### src/rtl/disp_pkg.sv
// Shared constants and state type for the character-display line sequencer.
package disp_pkg;

  localparam logic [7:0] CHAR_0        = 8'h30;
  localparam logic [7:0] CHAR_1        = 8'h31;
  localparam logic [7:0] CHAR_BLANK    = 8'h20;
  localparam logic [7:0] LINE_ADDR_DEF = 8'h80;

  typedef enum logic [1:0] {
    IDLE = 2'd0,
    CMD  = 2'd1,
    DATA = 2'd2
  } disp_arb_state_t;

endpackage

### src/rtl/rr_arb2.sv
// Two-way round-robin pick: the pointer holder wins if requesting, else the other.
module rr_arb2 (
  input  logic [1:0] req,
  input  logic       rr_ptr,
  output logic [1:0] win
);

  always_comb begin
    win = 2'b00;
    if (req[rr_ptr]) begin
      win[rr_ptr] = 1'b1;
    end else if (req[~rr_ptr]) begin
      win[~rr_ptr] = 1'b1;
    end
  end

endmodule

### src/rtl/disp_line_arb.sv
// Grants one display line to one of two producers, snapshots it, and streams
// the set-cursor command followed by the characters over a valid/ready link.
module disp_line_arb
  import disp_pkg::*;
#(
  parameter int unsigned CHARS     = 20,
  parameter logic [7:0]  LINE_ADDR = LINE_ADDR_DEF
) (
  input  logic                  clk,
  input  logic                  rst_n,
  input  logic [1:0]            req,
  input  logic [CHARS-1:0][7:0] chars0,
  input  logic [CHARS-1:0][7:0] chars1,
  output logic [1:0]            gnt,
  output logic                  busy,
  output logic                  done,
  output logic                  out_valid,
  input  logic                  out_ready,
  output logic [7:0]            out_data,
  output logic                  out_is_cmd
);

  localparam int unsigned IDX_W = (CHARS > 1) ? $clog2(CHARS) : 1;
  localparam logic [IDX_W-1:0] IDX_LAST = IDX_W'(CHARS - 1);

  disp_arb_state_t       state_q, state_d;
  logic [1:0]            gnt_q, gnt_d;
  logic                  busy_q, busy_d;
  logic                  done_q, done_d;
  logic                  valid_q, valid_d;
  logic [7:0]            data_q, data_d;
  logic                  is_cmd_q, is_cmd_d;
  logic [IDX_W-1:0]      idx_q, idx_d;
  logic                  rr_ptr_q, rr_ptr_d;
  logic [CHARS-1:0][7:0] buf_q, buf_d;
  logic [1:0]            win;
  logic                  fire;

  rr_arb2 u_rr_arb2 (
    .req    (req),
    .rr_ptr (rr_ptr_q),
    .win    (win)
  );

  assign fire = valid_q && out_ready;

  // Next state; output registers are loaded from the state being entered.
  always_comb begin
    state_d  = state_q;
    gnt_d    = gnt_q;
    done_d   = 1'b0;
    idx_d    = idx_q;
    rr_ptr_d = rr_ptr_q;
    buf_d    = buf_q;

    unique case (state_q)
      IDLE: begin
        if (|req) begin
          state_d = CMD;
          gnt_d   = win;
          buf_d   = win[1] ? chars1 : chars0;
        end
      end
      CMD: begin
        if (fire) begin
          idx_d   = '0;
          state_d = DATA;
        end
      end
      DATA: begin
        if (fire) begin
          if (idx_q == IDX_LAST) begin
            state_d  = IDLE;
            gnt_d    = 2'b00;
            done_d   = 1'b1;
            rr_ptr_d = ~gnt_q[1];
          end else begin
            idx_d = idx_q + IDX_W'(1);
          end
        end
      end
      default: state_d = IDLE;
    endcase

    busy_d   = (state_d != IDLE);
    valid_d  = busy_d;
    is_cmd_d = (state_d == CMD);
    data_d   = 8'h00;
    if (state_d == CMD) begin
      data_d = LINE_ADDR;
    end else if (state_d == DATA) begin
      data_d = buf_d[idx_d];
    end
  end

  always_ff @(posedge clk or negedge rst_n) begin
    if (!rst_n) begin
      state_q  <= IDLE;
      gnt_q    <= 2'b00;
      busy_q   <= 1'b0;
      done_q   <= 1'b0;
      valid_q  <= 1'b0;
      data_q   <= 8'h00;
      is_cmd_q <= 1'b0;
      idx_q    <= '0;
      rr_ptr_q <= 1'b0;
    end else begin
      state_q  <= state_d;
      gnt_q    <= gnt_d;
      busy_q   <= busy_d;
      done_q   <= done_d;
      valid_q  <= valid_d;
      data_q   <= data_d;
      is_cmd_q <= is_cmd_d;
      idx_q    <= idx_d;
      rr_ptr_q <= rr_ptr_d;
    end
  end

  // Snapshot contents are don't-care after reset, so no reset is applied.
  always_ff @(posedge clk) begin
    buf_q <= buf_d;
  end

  assign gnt        = gnt_q;
  assign busy       = busy_q;
  assign done       = done_q;
  assign out_valid  = valid_q;
  assign out_data   = data_q;
  assign out_is_cmd = is_cmd_q;

endmodule

### config.mk
export PLATFORM = sky130hd
export DESIGN_NAME = disp_line_arb
export DESIGN_NICKNAME = d
export VERILOG_FILES = /design/src/rtl/disp_pkg.sv /design/src/rtl/rr_arb2.sv /design/src/rtl/disp_line_arb.sv
export SDC_FILE = /design/constraint.sdc
export NUM_CORES = 1
export LEC_CHECK = 0
export BUFFER_PORTS_ARGS = -buffer_cell sky130_fd_sc_hd__buf_2
export CORE_MARGIN = 2
export CORE_UTILIZATION = 54
export CTS_CLUSTER_DIAMETER = 50
export CTS_CLUSTER_SIZE = 16
export DETAILED_ROUTE_END_ITERATION = 8
export PLACE_DENSITY = 0.87
export SLEW_MARGIN = 15
export SYNTH_ARGS = -nofsm -noshare
export SYNTH_HDL_FRONTEND = slang
export SYNTH_HIERARCHICAL = 1
export SYNTH_SLANG_ARGS = --single-unit
export TNS_END_PERCENT = 100
### constraint.sdc
create_clock -name clk -period 4.5 [get_ports clk]
set_input_delay 1.35 -clock clk [delete_from_list [all_inputs] [get_ports clk]]
set_output_delay 1.35 -clock clk [all_outputs]
set_load 0.05 [all_outputs]
### Word level (Yosys, flattened, before mapping)

Index checks and enable logic that the tools add are counted.

* register bits after elaboration: 181
* latch bits: 0
* memory bits (writable): 0
* bits in read-only memories: 0
* input port bits: 325
* output and inout bits: 14
* logic and storage cells: 86
* memories kept: 0

* $add $sub $neg: 1
* $mul: 0
* div/mod/pow operators: 0
* order comparisons: 5
* equality and inequality tests: 8
* shifts and indexed selects: 0
* muxes and demuxes: 33
* bitwise logic cells: 2
* reductions and logical operators: 9

Operator list (number)
* 2-to-1 mux 160 bit: 3
* binary-select mux 8 bit (select 5 bit): 1
* 2-to-1 mux 8 bit: 3
* 2-to-1 mux 2 bit: 9
* 2-to-1 mux 5 bit: 3
* one-hot mux 5 bit (2 select lines): 1
* 2-to-1 mux 1 bit: 9
* less-than comparator 5 x 6 -> 1 bit (second input constant): 1
* inequality test 2 bit (second input constant): 3
* one-hot mux 2 bit (3 select lines): 1
* adder 5 x 1 -> 5 bit (second input constant): 1
* == test 5 bit (second input constant): 1
* == test 2 x 1 -> 1 bit (second input constant): 2
* == test 2 bit (second input constant): 2
* less-than comparator 1 x 2 -> 1 bit (second input constant): 2
* one-hot mux 2 bit (2 select lines): 1
* AND reduction 4 bit: 1
* nonzero test 2 bit: 2
* logical AND 1 bit: 3
* AND reduction 3 bit: 1
* demux 1 bit (select 1 bit): 2
* greater-or-equal comparator 1 bit (second input constant): 2
* logical NOT 2 bit: 1
* NOT 1 bit: 2
* OR reduction 2 bit: 1

### Logic depth before layout (Yosys ltp)

Gate-level depths: netlist (run 1).

* word-level depth: 14
* gate-level depth with buffers: 13
* gate-level depth less buffers: 10

### Cells and area by module

The synthesis (run 1) kept the hierarchy.

By module, submodules not included
* disp_line_arb: instances 1, cells each 999, area each 8952.3 µm², sequential area each 3728.6 µm²
* rr_arb2: instances 1, cells each 3, area each 18.8 µm², sequential area each 0.0 µm²

### Worst setup path after synthesis (run 1)

OpenSTA, ideal clock, no wires.

* kind: input-to-reg
* start point: input port req[1]
* end point: register data_q[0] (netlist: out_data[0])
* setup time: 134 ps
* arrival time: 3331 ps
* required time: 4366 ps
* slack: 1035 ps
* stages: 9
* path buffers: 3
* cell sequence: a21boi_1 clkbuf_1 buf_2 buf_1 mux2i_1 o21ai_0 mux4_2 nand2_1 o41ai_2

RTL lines
* from (decl): RTL line disp_line_arb.sv:11 `input logic [1:0] req,`
* to (signal assigned): RTL line disp_line_arb.sv:113 `data_q <= data_d;`
* to (decl): RTL line disp_line_arb.sv:31 `logic [7:0] data_q, data_d;`

### Final worst setup path (run 1)

* start point: input port out_ready
* end point: register data_q[3] (netlist: out_data[3])

* word-level cells in the longest chain between the ends: 7
* elaborated cells on any way between the ends: 13
* those cells by class: eq/ne (2); mux (10); reduce/logical (1)

RTL lines
* from (decl): RTL line disp_line_arb.sv:18 `input logic out_ready,`
* logical AND 1 bit (*): RTL line disp_line_arb.sv:45 `assign fire = valid_q && out_ready;`
* 2-to-1 mux 5 bit, on equally long branches: RTL line disp_line_arb.sv:71, disp_line_arb.sv:65
* one-hot mux 5 bit (2 select lines): RTL line disp_line_arb.sv:56 `unique case (state_q)`
* binary-select mux 8 bit (select 5 bit): RTL line disp_line_arb.sv:92 `data_d = buf_d[idx_d];`
* 2-to-1 mux 8 bit (implied by the code): RTL line disp_line_arb.sv:92
* 2-to-1 mux 8 bit: RTL line disp_line_arb.sv:91 `end else if (state_d == DATA) begin`
* 2-to-1 mux 8 bit (*): RTL line disp_line_arb.sv:89 `if (state_d == CMD) begin`
* named net data_d[3]: RTL line disp_line_arb.sv:31

The timed path passes the listed nets; every way through them passes the cells marked *. The select of a mux whose other input is x is not followed.
A chain may end at the register's enable or synchronous reset.

==> key figures, run 1 <==
Clock tree
  – Cts hold-fix bufs: 0
  – Root Buffer: clkbuf_16
  – CTS Buffer Depth: 2
  – Worst-path clk slew: 0.06 ns
  – H-tree Lvls: 4
  – Post-CTS Resized: 0
  – CTS tree: yes
  – Clock Latency Late Sink: 0.42 ns
  – CTS Buf Count: 17
  – Postcts setup bufs: 0
  – Clock sinks: 181

Die
  – Initial Utilization: 0.547
  – Die Area: 17,700 um^2
  – Core box area: 16,400 um^2
  – Die W: 133 um
  – Row cnt: 47
  – Die H: 133 um
  – I/O pin count: 339

Timing
  – Tmin final: 3.41 ns
  – Finish-stage setup viols: 0
  – Fin Clk Skew: 0.00480 ns
  – Final Slew Violations: 0
  – FMAX: 0.294 GHz
  – Hold Violations, Final: 0
  – Max-slew headroom: 0.380
  – Worst-margin pin slew: 0.929 ns
  – Setup TNS: 0 ns
  – Tcrit/Tclk final: 0.757
  – RSZ-0062 raised after global routing: no
  – Worst setup margin: 1.09 ns

Placement
  – Placement Setup Slack: roughly 0.67 ns
  – Post-DP HPWL: around 19,000 um
  – Placed insts: about 1,500
  – GPL Wtd Cong: 0.838
  – Port Buffer Count: roughly 340

Run status
  – Status: finished, final reports clean

Setup path
  – CP Capture Type: flip-flop
  – Crit-path max cell delay: 0.52 ns
  – Critical path class: input port to flip-flop
  – CP Data Arrival Time: 3.72 ns
  – Max stage delay cell, worst path: or4_1
  – Worst Path Buf+Inv: 2
  – Crit start category: input port
  – Worst Path Required: 4.81 ns
  – Delay-heaviest family, CP: simple AND/OR/NAND/NOR gates
  – Crit-path cells: buf_2 -> nand2_1 -> or4_1 -> and2_1 -> clkinv_8 -> mux2i_1 -> mux2_2 -> a22o_1 -> o41ai_2
  – Reg2Reg Setup Slack: 1.32 ns
  – CP Max Fanout: 33

Synthesis
  – Most common cell in the netlist: nand2_1
  – Post-synth top cells: 235 x nand2_1, 193 x mux2i_1, 164 x o21ai_0
  – Average size of a mapped cell: 8.95 um^2
  – Synth Net Count: about 1,300
  – Synth area leaders: dfxtp_1 36%, mux2i_1 22%, nand2_1 9.8%, o21ai_0 9.1%, dfrtp_1 5.9%
  – Synth warn: 6
  – Synth unique cells: 49
  – Fraction of registers with async set/reset: 0.116
  – Synth Flop Type: dfxtp_1
  – Sequential cell area fraction in the yosys report: 0.416
  – Yosys top cell by area: dfxtp_1
  – Cells after Synth: 1,002
  – Cell area after synthesis: 8970 um^2
  – Register bit count reported by yosys: between 150 and 200
  – Post-synth EDFFs: 0
  – Share of the synthesized area in the top cell type: 0.357

Routing
  – Routed wire per std cell: 16.0 um
  – DR vias/cell: approximately 5.2
  – Vias after detailed routing: 8,038
  – ANT nets after route: 0
  – Drt initial violations: 439
  – WL final: 24,500 um
  – Drt drc: 0
  – DRT Pass-1 Iters: 5

Power and ir drop
  – Logic pwr share: 0.375
  – Internal power: 4320 uW
  – Psw: 2380 uW
  – Leakage power total: 0.00528 uW
  – Switch share: 0.355
  – Final Power: 6690 uW
  – Seq pwr share: 0.389
  – Clock Power Share: 0.236
  – Cell Pwr Density: 586 nW/um^2
  – VDD IR max: roughly 320 uV

Global route
  – GR Overflow Total: 0
  – Largest net degree at the start of global routing: 147
  – Initial antenna violation count: 0
  – Gr usage total: 0.276
  – Global-route wire length before repair: between 30,000 and 40,000 um
  – Vias in the first global route: roughly 7,700

Final layout
  – Final core utilization: 0.696
  – Area growth, synth to finish: 27.3%
  – Number of fill cells: 1,321
  – NumNets Final: 1,629
  – Inserted Diodes: 0
  – Share of layout cells above drive strength 1: 0.321
  – Final Non-Filler Cells: between 1,500 and 2,000

Min path
  – HP Class: flip-flop to flip-flop

Run
  – Number of max-cap violations: 0
[tightest hold or removal path, cell delays in order (launching register included)]
cell and delay [ns]:
dfxtp_1 0.31, nand2_1 0.04, o21ai_0 0.08
[state kept, by name (all words and copies together) (netlist names)]
name and count:
done 1, state_q 2, idx_q 5, out_data 8
buf_q 160, gnt 2, out_valid 1, out_is_cmd 1
rr_ptr_q 1
[layout make-up]
cell class | count | area (um^2) | share of cell area
multi-input cells | 734 | 4860 | 0.426
well taps | 220 | 275 | 0.0241
flip-flops and latches | 181 | 3730 | 0.326
clock inverters | 7 | 114 | 0.00997
inverters | 14 | 65.1 | 0.00570
clock buffers | 25 | 527 | 0.0461
repair buffers | 351 | 1850 | 0.162
[final timing paths]
kind	start	end	cells past startpoint
max	out_ready	out_data[3]$_DFF_PN0_	9
min	buf_q[142]$_DFF_P_	buf_q[142]$_DFF_P_	2
max reg2reg	state_q[0]$_DFF_PN0_	out_data[3]$_DFF_PN0_	9
min reg2reg	buf_q[142]$_DFF_P_	buf_q[142]$_DFF_P_	2
max in group asynchronous	rst_n	idx_q[3]$_DFF_PN0_	1
min in group asynchronous	rst_n	done$_DFF_PN0_	1
[power by group through the flow]
stage               Clock (uW)  Combinational (uW)  Sequential [uW]
floorplan                    0                1730             2690
global placement             0                2430             2600
detailed placement           0                2500             2640
CTS                       1600                2510             2610
global route              1670                2830             2660
finish                    1580                2510             2600
[layout by cell type, fill, tap and decap left out, drive strengths merged, types with 4 or more instances in the layout]
master / Yosys / routed
a21boi: 4 / 4
a21oi: 19 / 19
a22o: 7 / 7
buf: 32 / 351
clkbuf: 41 / 25
clkinv: 2 / 6
dfrtp: 21 / 21
dfxtp: 160 / 160
ha: 5 / 5
inv: 12 / 12
mux2: 14 / 14
mux2i: 193 / 193
mux4: 9 / 9
nand2: 235 / 235
nand3: 34 / 34
nor2: 5 / 5
nor3: 4 / 4
o21ai: 166 / 166
o41ai: 7 / 7
[cells by family (layout without fill, tap and decap cells)]
logic type               Yosys count  after routing  synth area share
AND/OR/NAND/NOR                  296            296             0.136
AO/OA/AOI/OAI                    217            217             0.140
multiplexers                     216            216             0.256
flip-flops                       181            181             0.416
buffers and inverters             87            397            0.0459
adder cells (fa/ha/maj)            5              5           0.00697
[metrics by stage]
step	hold WS (ns)	area [um^2]
after floorplan	0.426	8970
after global placement	0.437	10800
after detailed placement	0.451	10800
after CTS	0.466	11400
after global routing	0.487	11400
final	0.461	11400
[metal layers]
metal,vias up,GRT usage,routed length [um]
li1,4098,-,-
met1,3612,0.329,9870
met2,295,0.497,12600
met3,33,0.0586,1590
met4,0,0.0842,505
met5,-,0,0
No activity file was read; power rests on OpenSTA's default activity.
==> inputs of run 2 (changes only) <==
- CORE_UTILIZATION: 54 -> 45
- PLACE_DENSITY: 0.87 -> 0.77
- clock period: 4.5 -> 3 ns (I/O delays scaled with it)
==> run 2 against run 1 <==
Against the previous run: final cell count grew 7.1%; largest cell class unchanged; global-route usage decreased by 3.2 points; first-iteration DRC count fell by 24%.
==> key figures, run 2 (synthesis results as in run 1) <==
Clock tree
  – Root Buffer: clkbuf_16
  – Clock sinks: approximately 180
  – CTS Buffer Depth: 2
  – CTS tree: yes
  – H-tree Lvls: 4
  – Clock Latency Late Sink: 0.42 ns
  – CTS Buf Count: 17
  – Cts hold-fix bufs: 0
  – Worst-path clk slew: 0.06 ns

Setup path
  – Worst Path Required: approximately 3.3 ns
  – FF-to-FF Start: idx_q[1]$_DFF_PN0_
  – CP Max Fanout: 14
  – CP Capture Type: flip-flop
  – Crit start category: flip-flop
  – R2r endpoint: out_data[3]$_DFF_PN0_
  – Delay-heaviest family, CP: simple AND/OR/NAND/NOR gates
  – Crit-path cells: ha_4 -> and4bb_4 -> or4_1 -> and2_2 -> bufinv_16 -> mux2i_1 -> mux2_2 -> a22o_1 -> o41ai_2
  – Max stage delay cell, worst path: or4_1
  – Crit-path max cell delay: 0.45 ns
  – Reg2Reg Setup Slack: between 0.1 and 0.15 ns
  – Critical path class: flip-flop to flip-flop
  – CP Data Arrival Time: about 3.2 ns
  – Worst Path Buf+Inv: 1
  – R2R cell count: 9

Final layout
  – Inserted Diodes: 0
  – Largest Register: buf_q
  – Most common cell after layout, fill and taps aside: buf_2
  – Max reg flops: 160
  – NumNets Final: between 1,500 and 2,000
  – Area growth, synth to finish: 34.7%
  – Share of layout cells above drive strength 1: 0.358
  – Most frequent cells in the layout: 338 x buf_2, 234 x nand2_1, 193 x mux2i_1
  – Final Non-Filler Cells: between 1,500 and 2,000

Routing
  – Vias after detailed routing: 8,232
  – Routed wire per std cell: 16.0 um
  – Drt drc: 0
  – ANT nets after route: 0
  – DR vias/cell: between 5 and 6
  – DRT Pass-1 Iters: 5
  – WL final: 26,200 um
  – Drt initial violations: 335

Timing
  – Hold Violations, Final: 0
  – Worst-margin pin slew: between 0.4 and 0.5 ns
  – Final Slew Violations: 0
  – Tmin final: ~2.9 ns
  – Fin Clk Skew: 0.00802 ns
  – FMAX: between 0.3 and 0.4 GHz
  – Tcrit/Tclk final: 0.966
  – Finish-stage setup viols: 0
  – Worst setup margin: 0.102 ns
  – Hold Slack: roughly 0.43 ns
  – RSZ-0062 raised after global routing: no
  – Max-slew headroom: 0.673
  – Setup TNS: 0 ns

Power and ir drop
  – Cell Pwr Density: roughly 860 nW/um^2
  – Clock Power Share: 0.219
  – Psw: 3720 uW
  – Logic pwr share: 0.405
  – Seq pwr share: 0.376
  – Final Power: 10,400 uW
  – Leakage power total: 0.00562 uW
  – Internal power: about 6700 uW
  – VDD IR max: 463 uV
  – Switch share: 0.358

Die
  – Core box area: 19,500 um^2
  – I/O pin count: 339
  – Row cnt: 51
  – Die Area: 21,100 um^2
  – Die W: ~150 um
  – Die H: between 100 and 150 um
  – Initial Utilization: 0.459

Min path
  – HP Class: input port to async pin

Run
  – Number of max-cap violations: 0

Global route
  – Initial antenna violation count: 0
  – Largest net degree at the start of global routing: 75
  – Global-route wire length before repair: 41,000 um
  – Vias in the first global route: 8,140
  – GR Overflow Total: 0
  – Gr usage total: 0.244

Placement
  – Placement Setup Slack: -0.172 ns
  – GPL Wtd Cong: 0.887
  – Placed insts: 1,602
  – Port Buffer Count: 338
  – Post-DP HPWL: 20,400 um

Run status
  – Status: finished, final reports clean
## run 2: metal layers
| layer | wire length [um] | vias up | global-route usage | share of wire |
|---|---|---|---|---|
| met2 | 13000 | 318 | 0.440 | 0.50 |
| met5 | 0 | - | 0 | 0 |
| met3 | 1660 | 34 | 0.0465 | 0.063 |
| li1 | - | 4220 | - | - |
| met4 | 608 | 0 | 0.0775 | 0.023 |
| met1 | 10900 | 3660 | 0.293 | 0.42 |
## run 2: area by class of cell
class,count,area (um^2)
fill,1653,7450
tap,265,332
clock inverter,11,145
multi-input combinational,734,4910
clock buffer,21,450
sequential,181,3730
timing repair buffer,414,2420
inverter,14,78.8
timing repair inverter,1,8.76
## run 2: worst reg2reg max path, cell delays in order, from the launching register on
cell       delay, ns
dfrtp_2         0.44
ha_4            0.19
and4bb_4        0.22
or4_1           0.45
and2_2          0.27
bufinv_16       0.27
mux2i_1         0.09
mux2_2          0.29
a22o_1          0.29
o41ai_2         0.30
## run 2: how the worst max path moves through the flow
stage,cells past startpoint,startpoint,slack [ns],end
floorplan,8,req[1],0.01,out_data[7]$_DFF_PN0_
global placement,10,out_ready,-0.17,out_data[2]$_DFF_PN0_
detailed placement,10,out_ready,-0.17,out_data[2]$_DFF_PN0_
CTS,10,idx_q[1]$_DFF_PN0_,0.0005,out_data[2]$_DFF_PN0_
global route,10,state_q[1]$_DFF_PN0_,0.004,out_data[2]$_DFF_PN0_
finish,9,idx_q[1]$_DFF_PN0_,0.10,out_data[3]$_DFF_PN0_
## run 2: stage by stage
step	area, um^2	util
5_1_grt	12100	0.619
3_5_place_dp	11400	0.582
6_report	12100	0.619
3_3_place_gp	11400	0.582
4_1_cts	12000	0.613
2_1_floorplan	8970	-
## run 2: power groups by stage
stage          Clock, uW  Combinational (uW)  Sequential (uW)
2_1_floorplan          0                2600             4030
3_3_place_gp           0                4030             3910
3_5_place_dp           0                4140             3960
4_1_cts             2320                4160             3910
5_1_grt             2420                4700             4020
6_report            2270                4200             3910
## run 2: repair_timing
action | CTS | global route
gates cloned | 0 | 1
gates resized for setup | 1 | 11
setup buffers | 0 | 6
setup endpoints to repair | 1 | 7
==> inputs of run 3 (changes only) <==
- CORE_UTILIZATION: 45 -> 46
- PLACE_DENSITY: 0.77 -> 0.78
- SYNTH_HIERARCHICAL: 1 -> not set
==> run 3 against run 2 <==
Against the previous run: core utilization fell by 0.65 points; first-iteration DRC count is 53% higher; synthesized area rose by 5.9%; synthesized cell count increased by 9.8%; clock skew grew 0.00051 ns; critical path type unchanged.
==> key figures, run 3 <==
Run status
  – Status: finished, final reports clean

Synthesis
  – Synth warn: 0
  – Yosys top cell by area: dfxtp_1
  – Synth Net Count: 1,430
  – Average size of a mapped cell: 8.64 um^2
  – Post-synth EDFFs: 0
  – Synth area leaders: dfxtp_1 34%, mux2i_1 12%, o21ai_0 7.5%, nand3b_1 7.3%, a31oi_1 6.1%
  – Register bit count reported by yosys: 181
  – Most common cell in the netlist: dfxtp_1
  – Cells after Synth: 1,100
  – Synth unique cells: 56
  – Share of the synthesized area in the top cell type: 0.337
  – Synth Flop Type: dfxtp_1
  – Post-synth top cells: 160 x dfxtp_1, 143 x o21ai_0, 115 x nor2_1
  – Sequential cell area fraction in the yosys report: 0.392
  – Fraction of registers with async set/reset: 0.116
  – Cell area after synthesis: 9500 um^2

Routing
  – Drt drc: 0
  – DR vias/cell: 5.47
  – Vias after detailed routing: 9,250
  – WL final: 29,000 um
  – DRT Pass-1 Iters: 5
  – Routed wire per std cell: 17.1 um
  – Drt initial violations: ~500
  – ANT nets after route: 0

Final layout
  – Number of fill cells: about 1,700
  – Final Cell Area: 12,400 um^2
  – Sequential cell area: 3730 um^2
  – Max reg flops: 160
  – Share of layout cells above drive strength 1: 0.327
  – Most frequent cells in the layout: 337 x buf_2, 160 x dfxtp_1, 142 x o21ai_0
  – Multi-input gate area: between 5000 and 6000 um^2
  – Largest Register: buf_q
  – NumNets Final: between 1,500 and 2,000
  – Final core utilization: 0.612
  – Area growth, synth to finish: 30.3%
  – Most common cell after layout, fill and taps aside: buf_2

Setup path
  – R2R cell count: 11
  – Worst Path Required: roughly 3.3 ns
  – CP Max Fanout: 17
  – CP Capture Type: flip-flop
  – Crit start category: flip-flop
  – Critical path class: flip-flop to flip-flop
  – CP Data Arrival Time: ~3.2 ns

Power and ir drop
  – Leakage power total: 0.00577 uW
  – Cell Pwr Density: 942 nW/um^2
  – Final Power: 11,700 uW
  – VDD IR max: 512 uV

Placement
  – Port Buffer Count: 338
  – Placed inst area: 11,700 um^2
  – Post-DP HPWL: roughly 23,000 um
  – GPL Wtd Cong: 0.916

Timing
  – Tcrit/Tclk final: 0.948
  – FMAX: roughly 0.35 GHz
  – Finish-stage setup viols: 0
  – Hold Slack: 0.429 ns
  – Fin Clk Skew: 0.00854 ns
  – Tmin final: 2.84 ns
  – Worst-margin pin slew: 0.485 ns
  – Hold Violations, Final: 0
  – Max-slew headroom: 0.677
  – Setup TNS: 0 ns
  – Final Slew Violations: 0

Clock tree
  – CTS Buf Count: 17
  – Worst-path clk slew: 0.07 ns
  – H-tree Lvls: 4
  – Clock Latency Late Sink: 0.43 ns
  – CTS Buffer Depth: 2
  – Clock sinks: 181
  – CTS tree: yes
  – Cts hold-fix bufs: 0
  – Root Buffer: clkbuf_16

Global route
  – Gr usage total: 0.260
  – Largest net degree at the start of global routing: roughly 110
  – GR Overflow Total: 0
  – Initial antenna violation count: 2
  – Global-route wire length before repair: 44,700 um
  – Met3 Track Usage GR: 0.0485
  – Vias in the first global route: 8,597
  – Met2 capacity usage during global routing: 0.443
  – Met1 Usage GRT: 0.336
  – Global routing's busiest layer: met2

Die
  – Die Area: 21,800 um^2
  – I/O pin count: 339
  – Die H: between 100 and 150 um
  – Core box area: 20,200 um^2
  – Row cnt: 52
  – Die W: between 100 and 150 um
  – Initial Utilization: 0.470

Min path
  – HP Class: input port to async pin

Run
  – Number of max-cap violations: 0
==> run 3: final timing paths <==
path | start | to | slack, ns
worst max-delay path | state_q[1]$_DFF_PN0_ | out_data[1]$_DFF_PN0_ | 0.16
worst min-delay path | rst_n | gnt[0]$_DFFE_PN0P_ | 0.43
worst max register to register | state_q[1]$_DFF_PN0_ | out_data[1]$_DFF_PN0_ | 0.16
worst min register to register | buf_q[136]$_DFF_P_ | buf_q[136]$_DFF_P_ | 0.47
max in group asynchronous | rst_n | out_data[0]$_DFF_PN0_ | 2.24
min in group clk | buf_q[136]$_DFF_P_ | buf_q[136]$_DFF_P_ | 0.47
==> run 3: through the flow <==
step | instances | setup WS, ns
finish | 1690 | 0.156
global route | 1689 | -0.000474
floorplan | 1100 | 0.260
detailed placement | 1656 | -0.123
global placement | 1656 | 0.00646
CTS | 1688 | 0.0306
==> run 3: per-layer routing <==
metal  routed length (um)  up-vias
met5                    0        -
met4                  513        0
met3                 1910       35
met2                14000      387
met1                12500     4200
li1                     -     4628
==> run 3: what timing repair did <==
| item | 4_1_cts | 5_1_grt |
|---|---|---|
| resized for setup | 1 | 5 |
| setup endpoints to repair | 7 | 8 |
| pin swaps | 0 | 1 |
| setup buffers | 0 | 1 |
| endpoints found under the hold margin | 0 | 0 |
| cloned | 0 | 0 |
==> run 3: final cells by class <==
class | instances | share of cell area
Antenna cell | 1 | 0.000202
Clock buffer | 19 | 0.0366
Clock inverter | 13 | 0.0149
Inverter | 10 | 0.00303
Multi-Input combinational cell | 802 | 0.428
Sequential cell | 181 | 0.301
Tap cell | 270 | 0.0273
Timing Repair Buffer | 394 | 0.188
==> run 3: cell families after synthesis <==
logic type / count (synthesis) / synth area share
simple gates: 340 / 0.185
compound gates: 323 / 0.206
flops: 181 / 0.392
mux: 134 / 0.154
buf+inv: 117 / 0.0560
fa+ha+maj: 5 / 0.00658
==> run 3: worst max-delay path, cell delays in order, from the launching register on <==
cell	delay (ns)
dfrtp_1	0.41
inv_1	0.09
ha_2	0.45
a21boi_0	0.17
a311oi_4	0.45
inv_2	0.11
buf_12	0.19
mux2i_1	0.15
mux2i_1	0.22
o22ai_1	0.15
buf_4	0.17
o31ai_1	0.18
==> run 3: power breakdown <==
group,switching (uW),total (uW),internal (uW)
Clock,1030,2420,1390
Combinational,3200,5270,2070
Sequential,355,3990,3630
Total,4580,11700,7100
